===== src/rtl/wb_axil_bridge_ctrl_pkg.sv =====
// Shared types and constants for the Wishbone-to-AXI4-Lite bridge controller.
// Optional phase timeout is enabled with the WB_AXIL_TIMEOUT_EN macro.
package wb_axil_bridge_ctrl_pkg;

    typedef enum logic [2:0] {
        IDLE,
        WR_REQ,
        WR_RESP,
        RD_REQ,
        RD_RESP,
        TERM
    } state_t;

    localparam logic [1:0] AXI_RESP_OKAY   = 2'b00;
    localparam logic [1:0] AXI_RESP_SLVERR = 2'b10;

    function automatic int unsigned strb_width(input int unsigned data_width);
        return data_width / 8;
    endfunction

endpackage


===== src/rtl/wb_axil_phase_timer.sv =====
// Per-phase wait counter for the bridge controller; only instantiated when
// WB_AXIL_TIMEOUT_EN is defined.
module wb_axil_phase_timer #(
    parameter int unsigned TIMEOUT_CYCLES = 255
) (
    input  logic clk,
    input  logic rst,
    input  logic clear,
    input  logic run,
    output logic expired
);

    localparam int unsigned CNT_W = $clog2(TIMEOUT_CYCLES + 1);

    logic [CNT_W-1:0] cnt_q;

    always_ff @(posedge clk) begin
        if (rst || clear) begin
            cnt_q <= '0;
        end else if (run && !expired) begin
            cnt_q <= cnt_q + CNT_W'(1);
        end
    end

    // The phase has been waiting TIMEOUT_CYCLES cycles once the count reaches the last index.
    assign expired = run && (cnt_q == CNT_W'(TIMEOUT_CYCLES - 1));

endmodule


===== src/rtl/wb_axil_bridge_ctrl.sv =====
// Single-outstanding Wishbone classic slave to AXI4-Lite master sequencer.
// Define WB_AXIL_TIMEOUT_EN to bound each AXI phase to TIMEOUT_CYCLES cycles.
module wb_axil_bridge_ctrl
    import wb_axil_bridge_ctrl_pkg::*;
#(
    parameter int unsigned ADDR_WIDTH     = 32,
    parameter int unsigned DATA_WIDTH     = 32,
    parameter int unsigned TIMEOUT_CYCLES = 255
) (
    input  logic                                  clk,
    input  logic                                  rst,
    input  logic                                  wb_cyc_i,
    input  logic                                  wb_stb_i,
    input  logic                                  wb_we_i,
    input  logic [ADDR_WIDTH-1:0]                 wb_adr_i,
    input  logic [DATA_WIDTH-1:0]                 wb_dat_i,
    input  logic [strb_width(DATA_WIDTH)-1:0]     wb_sel_i,
    output logic [DATA_WIDTH-1:0]                 wb_dat_o,
    output logic                                  wb_ack_o,
    output logic                                  wb_err_o,
    output logic                                  awvalid,
    input  logic                                  awready,
    output logic [ADDR_WIDTH-1:0]                 awaddr,
    output logic                                  wvalid,
    input  logic                                  wready,
    output logic [DATA_WIDTH-1:0]                 wdata,
    output logic [strb_width(DATA_WIDTH)-1:0]     wstrb,
    input  logic                                  bvalid,
    output logic                                  bready,
    input  logic [1:0]                            bresp,
    output logic                                  arvalid,
    input  logic                                  arready,
    output logic [ADDR_WIDTH-1:0]                 araddr,
    input  logic                                  rvalid,
    output logic                                  rready,
    input  logic [DATA_WIDTH-1:0]                 rdata,
    input  logic [1:0]                            rresp
);

    localparam int unsigned STRB_W = strb_width(DATA_WIDTH);

    state_t                  state_q, state_d;
    logic                    aw_done_q, aw_done_d;
    logic                    w_done_q, w_done_d;
    logic                    drop_q, drop_d;
    logic [1:0]              resp_q, resp_d;
    logic [ADDR_WIDTH-1:0]   adr_q, adr_d;
    logic [DATA_WIDTH-1:0]   dat_q, dat_d;
    logic [STRB_W-1:0]       sel_q, sel_d;
    logic [DATA_WIDTH-1:0]   rdat_d;
    logic                    timeout_hit;

`ifdef WB_AXIL_TIMEOUT_EN
    logic phase_run;

    assign phase_run = state_q inside {WR_REQ, WR_RESP, RD_REQ, RD_RESP};

    wb_axil_phase_timer #(
        .TIMEOUT_CYCLES (TIMEOUT_CYCLES)
    ) u_phase_timer (
        .clk     (clk),
        .rst     (rst),
        .clear   (state_d != state_q),
        .run     (phase_run),
        .expired (timeout_hit)
    );
`else
    logic unused_timeout_cfg;

    assign timeout_hit        = 1'b0;
    assign unused_timeout_cfg = ^TIMEOUT_CYCLES;
`endif

    // Only resp[1] decides ack versus err; bit 0 is captured for completeness.
    logic unused_resp_lsb;
    assign unused_resp_lsb = resp_q[0];

    assign awaddr = adr_q;
    assign araddr = adr_q;
    assign wdata  = dat_q;
    assign wstrb  = sel_q;

    always_comb begin
        // NOTE: every signal gets a hold value first so no path through the case infers a latch.
        state_d   = state_q;
        aw_done_d = aw_done_q;
        w_done_d  = w_done_q;
        drop_d    = drop_q;
        resp_d    = resp_q;
        adr_d     = adr_q;
        dat_d     = dat_q;
        sel_d     = sel_q;
        rdat_d    = wb_dat_o;

        // A master that abandons the cycle still lets the AXI side finish cleanly.
        if ((state_q inside {WR_REQ, WR_RESP, RD_REQ, RD_RESP}) && !wb_cyc_i) begin
            drop_d = 1'b1;
        end

        unique case (state_q)
            IDLE: begin
                if (wb_cyc_i && wb_stb_i) begin
                    adr_d     = wb_adr_i;
                    dat_d     = wb_dat_i;
                    sel_d     = wb_sel_i;
                    aw_done_d = 1'b0;
                    w_done_d  = 1'b0;
                    drop_d    = 1'b0;
                    resp_d    = AXI_RESP_OKAY;
                    state_d   = wb_we_i ? WR_REQ : RD_REQ;
                end
            end
            WR_REQ: begin
                if (awvalid && awready) aw_done_d = 1'b1;
                if (wvalid && wready)   w_done_d  = 1'b1;
                if (aw_done_d && w_done_d) begin
                    state_d = WR_RESP;
                end else if (timeout_hit) begin
                    resp_d  = AXI_RESP_SLVERR;
                    state_d = TERM;
                end
            end
            WR_RESP: begin
                if (bvalid) begin
                    resp_d  = bresp;
                    state_d = TERM;
                end else if (timeout_hit) begin
                    resp_d  = AXI_RESP_SLVERR;
                    state_d = TERM;
                end
            end
            RD_REQ: begin
                if (arready) begin
                    state_d = RD_RESP;
                end else if (timeout_hit) begin
                    resp_d  = AXI_RESP_SLVERR;
                    state_d = TERM;
                end
            end
            RD_RESP: begin
                if (rvalid) begin
                    rdat_d  = rdata;
                    resp_d  = rresp;
                    state_d = TERM;
                end else if (timeout_hit) begin
                    resp_d  = AXI_RESP_SLVERR;
                    state_d = TERM;
                end
            end
            TERM:    state_d = IDLE;
            default: state_d = IDLE;
        endcase
    end

    // Outputs are registered from the next-state view so they line up with state_q.
    always_ff @(posedge clk) begin
        if (rst) begin
            state_q   <= IDLE;
            aw_done_q <= 1'b0;
            w_done_q  <= 1'b0;
            drop_q    <= 1'b0;
            resp_q    <= AXI_RESP_OKAY;
            adr_q     <= '0;
            dat_q     <= '0;
            sel_q     <= '0;
            wb_dat_o  <= '0;
            wb_ack_o  <= 1'b0;
            wb_err_o  <= 1'b0;
            awvalid   <= 1'b0;
            wvalid    <= 1'b0;
            bready    <= 1'b0;
            arvalid   <= 1'b0;
            rready    <= 1'b0;
        end else begin
            state_q   <= state_d;
            aw_done_q <= aw_done_d;
            w_done_q  <= w_done_d;
            drop_q    <= drop_d;
            resp_q    <= resp_d;
            adr_q     <= adr_d;
            dat_q     <= dat_d;
            sel_q     <= sel_d;
            wb_dat_o  <= rdat_d;
            wb_ack_o  <= (state_d == TERM) && !drop_d && !resp_d[1];
            wb_err_o  <= (state_d == TERM) && !drop_d &&  resp_d[1];
            awvalid   <= (state_d == WR_REQ) && !aw_done_d;
            wvalid    <= (state_d == WR_REQ) && !w_done_d;
            bready    <= (state_d == WR_RESP);
            arvalid   <= (state_d == RD_REQ);
            rready    <= (state_d == RD_RESP);
        end
    end

endmodule


===== config.mk =====
export PLATFORM = sky130hd
export DESIGN_NAME = wb_axil_bridge_ctrl
export DESIGN_NICKNAME = d
export VERILOG_FILES = /design/src/rtl/wb_axil_bridge_ctrl_pkg.sv /design/src/rtl/wb_axil_phase_timer.sv /design/src/rtl/wb_axil_bridge_ctrl.sv
export SDC_FILE = /design/constraint.sdc
export NUM_CORES = 1
export LEC_CHECK = 0
export BUFFER_PORTS_ARGS = -buffer_cell sky130_fd_sc_hd__buf_2
export CORE_MARGIN = 2
export CORE_UTILIZATION = 47
export DETAILED_ROUTE_END_ITERATION = 16
export PLACE_DENSITY = 0.85
export SETUP_SLACK_MARGIN = 0.05
export SYNTH_ARGS = -nofsm -noshare
export SYNTH_HDL_FRONTEND = slang
export SYNTH_HIERARCHICAL = 1
export SYNTH_SLANG_ARGS = --single-unit

===== constraint.sdc =====
create_clock -name clk -period 2.5 [get_ports clk]
set_clock_uncertainty 0.15 [all_clocks]
set_input_delay 0.625 -clock clk [delete_from_list [all_inputs] [get_ports clk]]
set_output_delay 0.625 -clock clk [all_outputs]
set_load 0.1 [all_outputs]

==> results.json, run 1 <==
{
  "wl_met3_um": 643,
  "setup_viol": 0,
  "grt.overflow.total": 0,
  "core_area_um2": 8810,
  "rr_worst_depth": 5,
  "fin_tns_setup_ps": 0,
  "slowest_delay_ps": 480,
  "path_delay_family": "simple AND/OR/NAND/NOR gates",
  "fp.dieW_um": 99.7,
  "rsz0062_at_grt": "no",
  "syn-cell-area_um2": 4310,
  "worstReg2RegStart": "state_q[2]",
  "diodes": 0,
  "period_share": 0.841,
  "fillers": 718,
  "whs_endpoint": "wb_dat_o[14]",
  "hold_path.class": "input pin to flop",
  "syn2layout_area_growth_pct": 38.1,
  "cts_tree": "done",
  "maxCapViolCount": 0,
  "fin_area_um2": 5950,
  "synth_warnings": 6,
  "fin_util": 0.675,
  "slew_violations": 0,
  "r2r-end": "wdata[23]",
  "cts_setup_buffers": 0,
  "vdd_drop_max_v": 0.000633,
  "nets": 868,
  "reg2reg_setup_slack_ps": 400,
  "htree_levels": 4,
  "cts_made_buffers": 17,
  "ant_nets": 0,
  "wl_met2_um": 6170,
  "place_area_um2": 5400,
  "fin_cells": 874,
  "gr-usage-all-layers": 0.223,
  "path_cells": "or3_4, or2_2, buf_12, nand2_1, a21oi_1",
  "leakagePower_nw": 2.85,
  "route.vias.total": 4276,
  "synth_enable_flop_cells": 0,
  "start_util": 0.489,
  "worst_ep_required_time_ps": 2690,
  "portBuffers": 250,
  "clock_latency_ps": 480,
  "critPathLaunchType": "flop",
  "ys_seq_area_frac": 0.530,
  "drcViolationCount": 0,
  "fin_crit_ps": 2100,
  "relSlewSlack": 0.588,
  "clock-sinks": 114,
  "whs_path_depth": 3,
  "first_global_vias": 3995,
  "synthFlopType": "dfxtp_1",
  "crit_path_max_fanout": 37,
  "drive_gt1_frac": 0.388,
  "drtIter0Drc": 172,
  "antenna_found_initial": 0,
  "viasPerCell": 4.89,
  "cts_hold_buffers": 0,
  "drt-met1-wl_um": 4530,
  "syn_nets": 660,
  "grt_pass1_wl_um": 17900,
  "dp_cells": 843,
  "cts_resized": 0,
  "cts_root_buf": "clkbuf_8",
  "critical_path_arrival_ps": 2290,
  "hold_start": "rdata[14]",
  "core.rowCount": 34,
  "crit_buf_inv": 1,
  "clock_path_buffers": 2,
  "die_y_um": 99.7,
  "worstMarginPinSlew_ps": 618,
  "num_io_pins": 253,
  "place.gp.congestion": 0.819,
  "hpwl_um": 8540,
  "drt-total-wl_um": 11500,
  "ys_ff_latch": 114,
  "finalHoldViolations": 0,
  "dr.max_layer_used": "met4",
  "crit_type": "flop to flop",
  "cp-end-kind": "flop",
  "cp_slowest_cell": "or2_2",
  "wl_per_cell_um": 13.1,
  "async_reset_ff_frac": 0,
  "clk_pin_slew_ps": 60,
  "synth.avg_cell_area_um2": 7.89,
  "max_freq_mhz": 476,
  "outcome": "complete, no violations",
  "dr.pass1.iters": 4,
  "yosys.cell_types.count": 35,
  "syn_inst": 546,
  "power.density_nw_per_um2": 888,
  "die_area_um2": 9950,
  "grt_max_degree": 50
}
-- layout make-up --
type | count | area (um2) | area share
clock buffers | 20 | 435 | 0.0732
clock inverters | 11 | 114 | 0.0191
inverters | 2 | 7.51 | 0.00126
multi-input cells | 360 | 1630 | 0.274
flip-flops and latches | 114 | 2280 | 0.384
well taps | 108 | 135 | 0.0227
repair buffers | 259 | 1350 | 0.226
-- routing by layer --
metal  GRT usage  up-vias
met5           0        -
met4      0.0822        0
met3      0.0520        8
met2       0.424      162
met1       0.238     1958
li1            -     2148
-- cell families after synthesis --
| logic type | count (synthesis) | share of synthesized area |
|---|---|---|
| AO/OA/AOI/OAI | 119 | 0.145 |
| AND/OR/NAND/NOR | 240 | 0.225 |
| flip-flops | 114 | 0.530 |
| multiplexers | 1 | 0.00261 |
| buffers and inverters | 72 | 0.0976 |
-- power breakdown --
| part | internal (mW) | switching, mW | leakage (nW) | total [mW] |
|---|---|---|---|---|
| clock network | 1.43 | 0.772 | 0.270 | 2.20 |
| logic | 0.212 | 0.930 | 1.65 | 1.14 |
| registers | 1.89 | 0.0440 | 0.926 | 1.94 |
| total | 3.53 | 1.75 | 2.85 | 5.28 |
-- worst max-delay path by stage --
stage	start	end	slack (ps)	depth (start not counted)
CTS	araddr[10]	awaddr[10]	410	1
finish	state_q[2]	wdata[23]	400	5
floorplan	araddr[0]	awaddr[0]	350	1
global route	state_q[2]	wdata[8]	340	5
detailed placement	wb_cyc_i	wdata[23]	380	6
global placement	wb_cyc_i	wdata[12]	430	6
-- registers in the layout (all words and copies together), names as in the netlist --
name and count:
rready 1, wb_dat_o 32, wstrb 4, w_done_q 1
drop_q 1, state_q 3, araddr 32, wdata 32
wvalid 1, arvalid 1, aw_done_q 1, awvalid 1
wb_err_o 1, wb_ack_o 1, resp_q 1, bready 1
-- synth_stat cells (2+ instances only) --
cell type,n,area (um2)
a31oi_1,2,12.5
nor3_1,3,15.0
o21ai_0,4,20.0
nor2_1,16,60.1
nand2_1,203,762
a21oi_1,105,526
dfxtp_1,114,2280
inv_1,2,7.51
nand2b_1,2,12.5
buf_2,18,90.1
nor2b_1,2,12.5
buf_4,32,240
nand3_1,3,15.0
clkbuf_1,19,71.3
-- cells in the final DEF, fill, tap and decap left out, types with 3 or more instances in the layout --
master	n
nand2_1	203
nor2_1	15
a21oi_1	105
buf_4	8
nor3_1	3
buf_2	249
clkinv_2	6
clkbuf_16	16
o21ai_0	4
nand3_1	3
dfxtp_1	114
-- per-stage QoR --
step / setup slack (ps) / hold WS [ps] / power [mW]
2_1_floorplan: 352 / 348 / 2.92
3_5_place_dp: 376 / 294 / 3.12
3_3_place_gp: 433 / 289 / 3.10
6_report: 398 / 225 / 5.28
5_1_grt: 337 / 202 / 5.48
4_1_cts: 407 / 199 / 5.33
-- worst register-to-register path: cells and delay by family (launching register included) --
kind                   cells  cell delay, ps
AND/OR/NAND/NOR            3            1060
flip-flops                 1             440
buffers and inverters      1             250
AO/OA/AOI/OAI              1              70
Power figures use the tool's default switching activity.
==> run 2, diff against run 1 <==
Settings changed: CORE_UTILIZATION 47 to 43, PLACE_DENSITY 0.85 to 0.79.
Clock period 2.5 ns to 2 ns, I/O delays scaled along.
==> run 2 against run 1 <==
Against the previous run:
- wire length rose by 4.1%
- power rose by 31%
- via count rose by 0.80%
- die area rose by 8.9%
- sequential cell count did not move
- cell area rose by 6.7%
- worst hold slack got worse by 150 ps
- first-iteration DRC count rose by 22%
- sequential power rose by 26%
- combinational power rose by 30%
- critical path type is now flop to output pin
- largest cell class unchanged
==> results.json, run 2 (same netlist as run 1, synthesis figures left out) <==
{
  "crit_buf_inv": 1,
  "rr_worst_depth": 5,
  "fin_tns_setup_ps": 0,
  "dp_cells": 871,
  "period_share": 0.969,
  "fp.dieW_um": 104,
  "critical_path_arrival_ps": 1290,
  "finalHoldViolations": 0,
  "cts_setup_buffers": 0,
  "dr.pass1.iters": 5,
  "critPathLaunchType": "flop",
  "drt-total-wl_um": 11900,
  "leakagePower_nw": 2.86,
  "path_cells": "buf_2",
  "setup.worst_path.end": "awaddr[29]",
  "whs_path_depth": 3,
  "ant_nets": 0,
  "setup_viol": 0,
  "worst_ep_required_time_ps": 1350,
  "fin_cells": 903,
  "clock_path_buffers": 2,
  "seqPwrFrac": 0.353,
  "hpwl_um": 8290,
  "maxCapViolCount": 0,
  "crit_cells": 1,
  "cts_made_buffers": 17,
  "worstReg2RegStart": "state_q[2]",
  "clock-sinks": 114,
  "slowest_delay_ps": 430,
  "core.rowCount": 36,
  "fin_crit_ps": 1940,
  "place.gp.congestion": 0.843,
  "cp-end-kind": "output pin",
  "p_comb_frac": 0.215,
  "start_util": 0.443,
  "cts_tree": "done",
  "route.vias.total": 4310,
  "htree_levels": 4,
  "hold_path.class": "input pin to flop",
  "switching_share": 0.322,
  "max_freq_mhz": 516,
  "cts_resized": 16,
  "vdd_drop_max_v": 0.000583,
  "grt_pass1_wl_um": 19000,
  "cp_slowest_cell": "buf_2",
  "relSlewSlack": 0.652,
  "rsz0062_at_grt": "yes",
  "slew_violations": 0,
  "clk_pin_slew_ps": 60,
  "mostFrequentLayoutCell": "nand2_1",
  "crit_path_max_fanout": 3,
  "grt.overflow.total": 0,
  "gr-usage-all-layers": 0.216,
  "drive_gt1_frac": 0.432,
  "antenna_found_initial": 0,
  "nets": 871,
  "die_y_um": 104,
  "wl_per_cell_um": 13.2,
  "layout_setup_ws_ps": 62.7,
  "reg2reg_setup_slack_ps": 140,
  "cts_root_buf": "clkbuf_8",
  "grt_max_degree": 57,
  "power.density_nw_per_um2": 1090,
  "startpoint": "araddr[29]",
  "diodes": 0,
  "fin_area_um2": 6340,
  "first_global_vias": 4097,
  "clock_latency_ps": 500,
  "num_io_pins": 253,
  "viasPerCell": 4.77,
  "most-common-layout-cells": "203 x nand2_1, 158 x buf_2, 105 x a21oi_1",
  "syn2layout_area_growth_pct": 47.3,
  "crit_type": "flop to output pin",
  "p_switching_mw": 2.22,
  "place_area_um2": 5520,
  "drtIter0Drc": 209,
  "worstMarginPinSlew_ps": 522,
  "drcViolationCount": 0,
  "portBuffers": 250,
  "die_area_um2": 10800,
  "place_ws_ps": 115,
  "path_delay_family": "buffers and inverters",
  "r2r-end": "wdata[3]",
  "p_int_mw": 4.68,
  "core_area_um2": 9730,
  "cts_hold_buffers": 0,
  "outcome": "complete, no violations",
  "clkPwrFrac": 0.432
}
-- run 2: cell types whose count changed in the layout (fill, tap and decap cells not counted), sizes merged --
cell    before  now
clkinv       7    4
clkbuf      20   98
bufinv       2    3
buf        259  187
-- run 2: stage by stage --
| step | total power [mW] | hold slack, ps | utilization |
|---|---|---|---|
| final | 6.90 | 73.8 | 0.652 |
| after global routing | 7.14 | 58.8 | 0.652 |
| after CTS | 6.93 | 49.2 | 0.632 |
| after detailed placement | 3.92 | 294 | 0.567 |
| after global placement | 3.90 | 289 | 0.567 |
| after floorplan | 3.65 | 348 | - |
-- run 2: tightest hold or removal path: cells and delay by family --
kind                   cells  cell delay, ps
buffers and inverters      1             100
AOI/OAI and AO/OA          1              50
and+or+nand+nor            1              40
-- run 2: power groups by stage --
stage	combinational, mW	clock [mW]	sequential [mW]
final	1.48	2.98	2.44
after global routing	1.55	3.15	2.45
after CTS	1.46	3.04	2.43
after detailed placement	1.44	0	2.48
after global placement	1.43	0	2.47
after floorplan	0.560	0	3.09
-- run 2: routing by layer --
metal	global-route usage	wire length (um)	vias up
met4	0.0898	265	0
li1	-	-	2157
met1	0.230	4680	1947
met3	0.0808	967	22
met2	0.384	6020	184
met5	0	0	-
-- run 2: area by class of cell --
| class | instances | area, um2 |
|---|---|---|
| well taps | 133 | 166 |
| clock buffers | 23 | 467 |
| flip-flops and latches | 114 | 2320 |
| fillers | 793 | 3380 |
| inverters | 2 | 7.51 |
| repair buffers | 262 | 1630 |
| multi-input cells | 360 | 1630 |
| clock inverters | 9 | 129 |
-- run 2: how the worst min path moves through the flow --
| stage | from | end | slack, ps |
|---|---|---|---|
| 5_1_grt | rdata[27] | wb_dat_o[27] | 60 |
| 6_report | wb_adr_i[30] | araddr[30] | 70 |
| 4_1_cts | wb_adr_i[30] | araddr[30] | 50 |
| 3_5_place_dp | wdata[11] | wdata[11] | 290 |
| 2_1_floorplan | w_done_q | w_done_q | 350 |
| 3_3_place_gp | wdata[30] | wdata[30] | 290 |
